$ cat src/rtl/cic_cfg_ctrl.sv
// Configuration sequencer for the DDC decimating CIC: accepts, range-checks, loads and
// sample-aligned commits a CIC parameter word. Optional ALIGN timeout via CIC_CFG_TIMEOUT_EN.
module cic_cfg_ctrl #(
   parameter int unsigned MAX_SHIFT     = 25,
   parameter int unsigned ALIGN_TIMEOUT = 64
) (
   input  logic        clk,
   input  logic        rst,
   input  logic        param_rst_req,
   input  logic        cfg_req,
   input  logic [15:0] cfg_data,
   output logic        cfg_ack,
   output logic        cfg_err,
   output logic        cfg_done,
   output logic        cfg_busy,
   output logic [15:0] cur_param,
   input  logic        cic_flag,
   output logic        cic_indicator,
   output logic [15:0] cic_param,
   output logic        config_sync,
   output logic        rst_param,
   output logic        data_valid
);

   localparam int unsigned WORD_W = 16;
   localparam int unsigned FLD_W  = 5;
   localparam logic [WORD_W-1:0] DEFAULT_PARAM = 16'h03E3;
   localparam logic [WORD_W-1:0] RSVD_MASK     = 16'h7FFF;

   typedef enum logic [2:0] {
      IDLE  = 3'd0,
      CHECK = 3'd1,
      LOAD  = 3'd2,
      ALIGN = 3'd3,
      SYNC  = 3'd4,
      FLUSH = 3'd5
   } state_t;

   state_t            state;
   state_t            state_nxt;
   logic [WORD_W-1:0] staged;
   logic [FLD_W-1:0]  flush_cnt;
   logic              prst_hold;

   logic [FLD_W-1:0]  st_order;
   logic [FLD_W-1:0]  st_decim;
   logic [FLD_W-1:0]  st_shift;
   logic              legal;

   logic              accept;
   logic              err_set;
   logic              err_clr;
   logic              load_go;
   logic              sync_go;
   logic              done_go;
   logic              tmo_hit;

   // Field decode of the staged word
   assign st_order = staged[4:0];
   assign st_decim = staged[9:5];
   assign st_shift = staged[14:10];

   assign legal = (st_order >= FLD_W'(3)) && (st_order <= FLD_W'(5)) &&
                  (st_decim != '0) && (32'(st_shift) <= MAX_SHIFT);

`ifdef CIC_CFG_TIMEOUT_EN
   localparam int unsigned TMO_W = $clog2(ALIGN_TIMEOUT + 1);

   logic [TMO_W-1:0] tmo_cnt;

   // Counts cycles spent in ALIGN; cleared whenever ALIGN is left
   always_ff @(posedge clk or negedge rst) begin
      if (!rst) begin
         tmo_cnt <= '0;
      end else if (state == ALIGN) begin
         tmo_cnt <= tmo_cnt + TMO_W'(1);
      end else begin
         tmo_cnt <= '0;
      end
   end

   assign tmo_hit = (state == ALIGN) && (tmo_cnt == TMO_W'(ALIGN_TIMEOUT - 1));
`else
   assign tmo_hit = 1'b0;
`endif

   // State register
   always_ff @(posedge clk or negedge rst) begin
      if (!rst) begin
         state <= IDLE;
      end else begin
         state <= state_nxt;
      end
   end

   // Next-state and strobe decode; a parameter reset overrides everything
   always_comb begin
      state_nxt = state;
      accept    = 1'b0;
      err_set   = 1'b0;
      err_clr   = 1'b0;
      load_go   = 1'b0;
      sync_go   = 1'b0;
      done_go   = 1'b0;

      case (state)
         IDLE: begin
            if (cfg_req) begin
               accept    = 1'b1;
               state_nxt = CHECK;
            end
         end
         CHECK: begin
            if (legal) begin
               err_clr   = 1'b1;
               load_go   = 1'b1;
               state_nxt = LOAD;
            end else begin
               err_set   = 1'b1;
               state_nxt = IDLE;
            end
         end
         LOAD: begin
            state_nxt = ALIGN;
         end
         ALIGN: begin
            if (cic_flag || tmo_hit) begin
               sync_go   = 1'b1;
               state_nxt = SYNC;
            end
         end
         SYNC: begin
            state_nxt = FLUSH;
         end
         FLUSH: begin
            if (cic_flag && (flush_cnt <= FLD_W'(1))) begin
               done_go   = 1'b1;
               state_nxt = IDLE;
            end
         end
         default: begin
            state_nxt = IDLE;
         end
      endcase

      if (param_rst_req) begin
         state_nxt = IDLE;
         accept    = 1'b0;
         err_set   = 1'b0;
         err_clr   = 1'b0;
         load_go   = 1'b0;
         sync_go   = 1'b0;
         done_go   = 1'b0;
      end
   end

   // Host handshake outputs
   always_ff @(posedge clk or negedge rst) begin
      if (!rst) begin
         cfg_ack  <= 1'b0;
         cfg_err  <= 1'b0;
         cfg_done <= 1'b0;
         cfg_busy <= 1'b0;
         staged   <= DEFAULT_PARAM;
      end else begin
         cfg_ack  <= accept;
         cfg_done <= done_go;
         cfg_busy <= (state_nxt != IDLE);
         if (accept) begin
            staged <= cfg_data & RSVD_MASK;
         end
         if (err_set) begin
            cfg_err <= 1'b1;
         end else if (err_clr) begin
            cfg_err <= 1'b0;
         end
      end
   end

   // Filter-side strobes and parameter word
   always_ff @(posedge clk or negedge rst) begin
      if (!rst) begin
         cic_indicator <= 1'b0;
         config_sync   <= 1'b0;
         cic_param     <= DEFAULT_PARAM;
         data_valid    <= 1'b0;
      end else begin
         cic_indicator <= load_go;
         config_sync   <= sync_go;
         data_valid    <= cic_flag && (state != FLUSH);
         if (load_go) begin
            cic_param <= staged;
         end
      end
   end

   // Commit bookkeeping; the flag that ended ALIGN is never counted
   always_ff @(posedge clk or negedge rst) begin
      if (!rst) begin
         cur_param <= DEFAULT_PARAM;
         flush_cnt <= '0;
      end else begin
         if (param_rst_req) begin
            cur_param <= DEFAULT_PARAM;
         end else if (state == SYNC) begin
            cur_param <= staged;
         end
         if (state == SYNC) begin
            flush_cnt <= st_order + FLD_W'(1);
         end else if ((state == FLUSH) && cic_flag && (flush_cnt != '0)) begin
            flush_cnt <= flush_cnt - FLD_W'(1);
         end
      end
   end

   // Two-cycle active-low filter parameter reset
   always_ff @(posedge clk or negedge rst) begin
      if (!rst) begin
         prst_hold <= 1'b0;
         rst_param <= 1'b0;
      end else begin
         prst_hold <= param_rst_req;
         rst_param <= !(param_rst_req || prst_hold);
      end
   end

endmodule

$ cat config.mk
export PLATFORM = sky130hd
export DESIGN_NAME = cic_cfg_ctrl
export DESIGN_NICKNAME = d
export VERILOG_FILES = /design/src/rtl/cic_cfg_ctrl.sv
export SDC_FILE = /design/constraint.sdc
export NUM_CORES = 1
export LEC_CHECK = 0
export BUFFER_PORTS_ARGS = -buffer_cell sky130_fd_sc_hd__buf_2
export CAP_MARGIN = 20
export CORE_AREA = 2 2 92 94
export CTS_CLUSTER_SIZE = 12
export DETAILED_ROUTE_END_ITERATION = 12
export DIE_AREA = 0 0 94 96
export GPL_ROUTABILITY_DRIVEN = 0
export GPL_TIMING_DRIVEN = 0
export PLACE_DENSITY_LB_ADDON = 0.08
export REMOVE_ABC_BUFFERS = 1
export SYNTH_ARGS = -nofsm -noshare
export SYNTH_HDL_FRONTEND = slang
export SYNTH_SLANG_ARGS = --single-unit
$ cat constraint.sdc
create_clock -name clk -period 3.9 [get_ports clk]
set_input_delay 0.39 -clock clk [delete_from_list [all_inputs] [get_ports clk]]
set_output_delay 0.39 -clock clk [all_outputs]
set_load 0.02 [all_outputs]
==> out/metrics.cfg <==
[clocking]
cts.sink_count=62
clkTransAtPathRegs_ps=70
root_buffer=clkbuf_8
cts_buffers=9
cts_htree_levels=3
postCtsSetupBuffers=0
cts_tree=done
clk_path_buf_depth=2
cts_resized=0
hold_buffers=0
clk_latency_ps=340

[global_route]
track_usage_pct=14.4
grt_pass1_wl_um=9750
grt_pass1_vias=1836
antenna_found_initial=0
grt_overflow=0
grt_max_degree=63

[timing]
worst_pin_slew_ps=793
period_share_pct=64.0
setup_viol=0
whs_ps=116
hold_viol=0
period_minus_slack_ps=2500
slew_violations=0
finClkSkew_ps=9.31
rsz0062_at_grt=no
fmax_mhz=401
setup_tns_ps=0
relSlewSlack_pct=47.2

[layout]
area_delta_synth_final_pct=21.1
nets=310
drive_above_1_share_pct=45.3
n_antenna_cell=0
utilization_pct=41.0
mostFrequentLayoutCells=buf_2 (56), dfrtp_1 (41), nand2_1 (34)
layout_commonest_cell=buf_2

[detailed_routing]
firstDrtPassIters=4
drc=0
vias=1840
antenna_left=0
via_per_inst=4.67
wl_per_cell_um=15.0
routed_wl_um=5890
drt_iter0_drc=19

[power]
power.switching_mw=0.554
pwr-share-comb_pct=20.3
p_per_area_nw_per_um2=547
p_clk_share_pct=31.1
leakagePower_nw=1.50
p_sw_share_pct=30.7
peakVddDrop_mv=0.285
seqPwrFrac_pct=48.6
p_total_mw=1.81
p_int_mw=1.25

[yosys]
postSynthCellCount=225
syn_area_um2=2720
dominantRegCellSynth=dfrtp_1
syn_area_per_cell_um2=12.1
synthArstFlopShare_pct=100
synth_seq_cells=62
synth-edff-count=0
ys_types=40
ys_seq_area_share_pct=58.0
yosys_warnings=0

[floorplan]
start_util_pct=33.8
core_um2=8050
num_rows=33
die_area_um2=9020
dieWidth_um=94
die_h_um=96
io_pins=61

[job]
cap_violations=0

[setup_path]
cp.required_ps=4120
cp-end-kind=flip-flop
timing_worst_setup_path_type=flip-flop to flip-flop
crit_arrival_ps=2720
start_kind=flip-flop
cp_max_fo=11

[placement]
hpwlAfterDp_um=3860
port_buffers=57

[worst_hold_path]
min_path_type=input pin to async pin

[outcome]
status=complete, no violations

-- area by class of cell --
type	count	area, µm²
Clock buffer	9	124
Clock inverter	7	75.1
Fill cell	819	4750
Inverter	4	15.0
Multi-Input combinational cell	147	1050
Sequential cell	62	1580
Tap cell	105	131
Timing Repair Buffer	60	325
-- cells by family after synthesis --
kind of cell	Yosys count	share of synthesized area, %
XOR/XNOR	6	1.93
other	1	0.138
AO/OA/AOI/OAI	31	7.22
AND/OR/NAND/NOR	74	14.3
buffers and inverters	17	3.63
multiplexers	29	12.5
adder cells (fa/ha/maj)	5	2.30
flip-flops	62	58.0
-- final timing paths --
path / startpoint / end / slack (ps) / cells past startpoint
worst max-delay path: staged[0] / cic_param[2] / 1400 / 6
worst min-delay path: rst / state[0] / 120 / 1
worst max register to register: staged[0] / cic_param[2] / 1400 / 6
worst min register to register: prst_hold / rst_param / 400 / 1
max in group asynchronous: rst / flush_cnt[4] / 3240 / 1
min in group clk: cfg_data[1] / staged[1] / 260 / 3
-- state kept, by name (all words and copies together) (netlist names) --
register       cells
rst_param          1
cic_param         15
cic_indicator      1
cfg_err            1
flush_cnt          5
staged            15
config_sync        1
data_valid         1
cur_param         15
state              3
cfg_ack            1
cfg_done           1
cfg_busy           1
prst_hold          1
-- cell usage after synthesis (all sizes together) (2+ instances only) --
| library cell | number | area share, % |
|---|---|---|
| dfrtp | 41 | 38 |
| nand2 | 34 | 4.7 |
| mux2 | 28 | 12 |
| dfstp | 21 | 20 |
| a21oi | 14 | 2.6 |
| nor2 | 12 | 1.7 |
| buf | 9 | 2.5 |
| nand3 | 8 | 1.5 |
| xnor2 | 6 | 1.9 |
| ha | 5 | 2.3 |
| clkbuf | 4 | 0.55 |
| inv | 4 | 0.55 |
| nand2b | 4 | 0.92 |
| o21ai | 4 | 0.74 |
| a211oi | 3 | 0.83 |
| nor3 | 3 | 0.55 |
| o211ai | 3 | 1.0 |
| nand3b | 2 | 0.55 |
| nor2b | 2 | 0.46 |
| nor4 | 2 | 1.6 |
-- power by group through the flow --
stage	registers [mW]	clock network [mW]	logic, mW
3_5_place_dp	0.889	0	0.370
4_1_cts	0.879	0.587	0.372
6_report	0.877	0.562	0.366
5_1_grt	0.900	0.612	0.405
2_1_floorplan	0.940	0	0.185
3_3_place_gp	0.888	0	0.364
-- per-layer routing --
layer / share of wire, % / global-route usage [%] / vias up
met5: 0 / 0 / -
met4: 2.0 / 7.25 / 0
met3: 5.0 / 3.29 / 11
met2: 43 / 20.1 / 48
met1: 50 / 20.7 / 896
li1: - / - / 885
-- through the flow --
step / cell area [µm²] / instances / worst slack [ps]
2_1_floorplan: 2640 / 213 / 1650
3_3_place_gp: 3060 / 375 / 1070
3_5_place_dp: 3100 / 378 / 1360
4_1_cts: 3300 / 394 / 1340
5_1_grt: 3300 / 394 / 1240
6_report: 3300 / 394 / 1400
-- worst max-delay path, stage by stage (launching register included) --
cell     delay [ps]
dfstp_2         620
ha_1            230
a211o_1         110
o21ai_0         150
nor4_4          690
buf_8           240
mux2_2          340
Note: power is estimated with default switching activity, not from simulation.
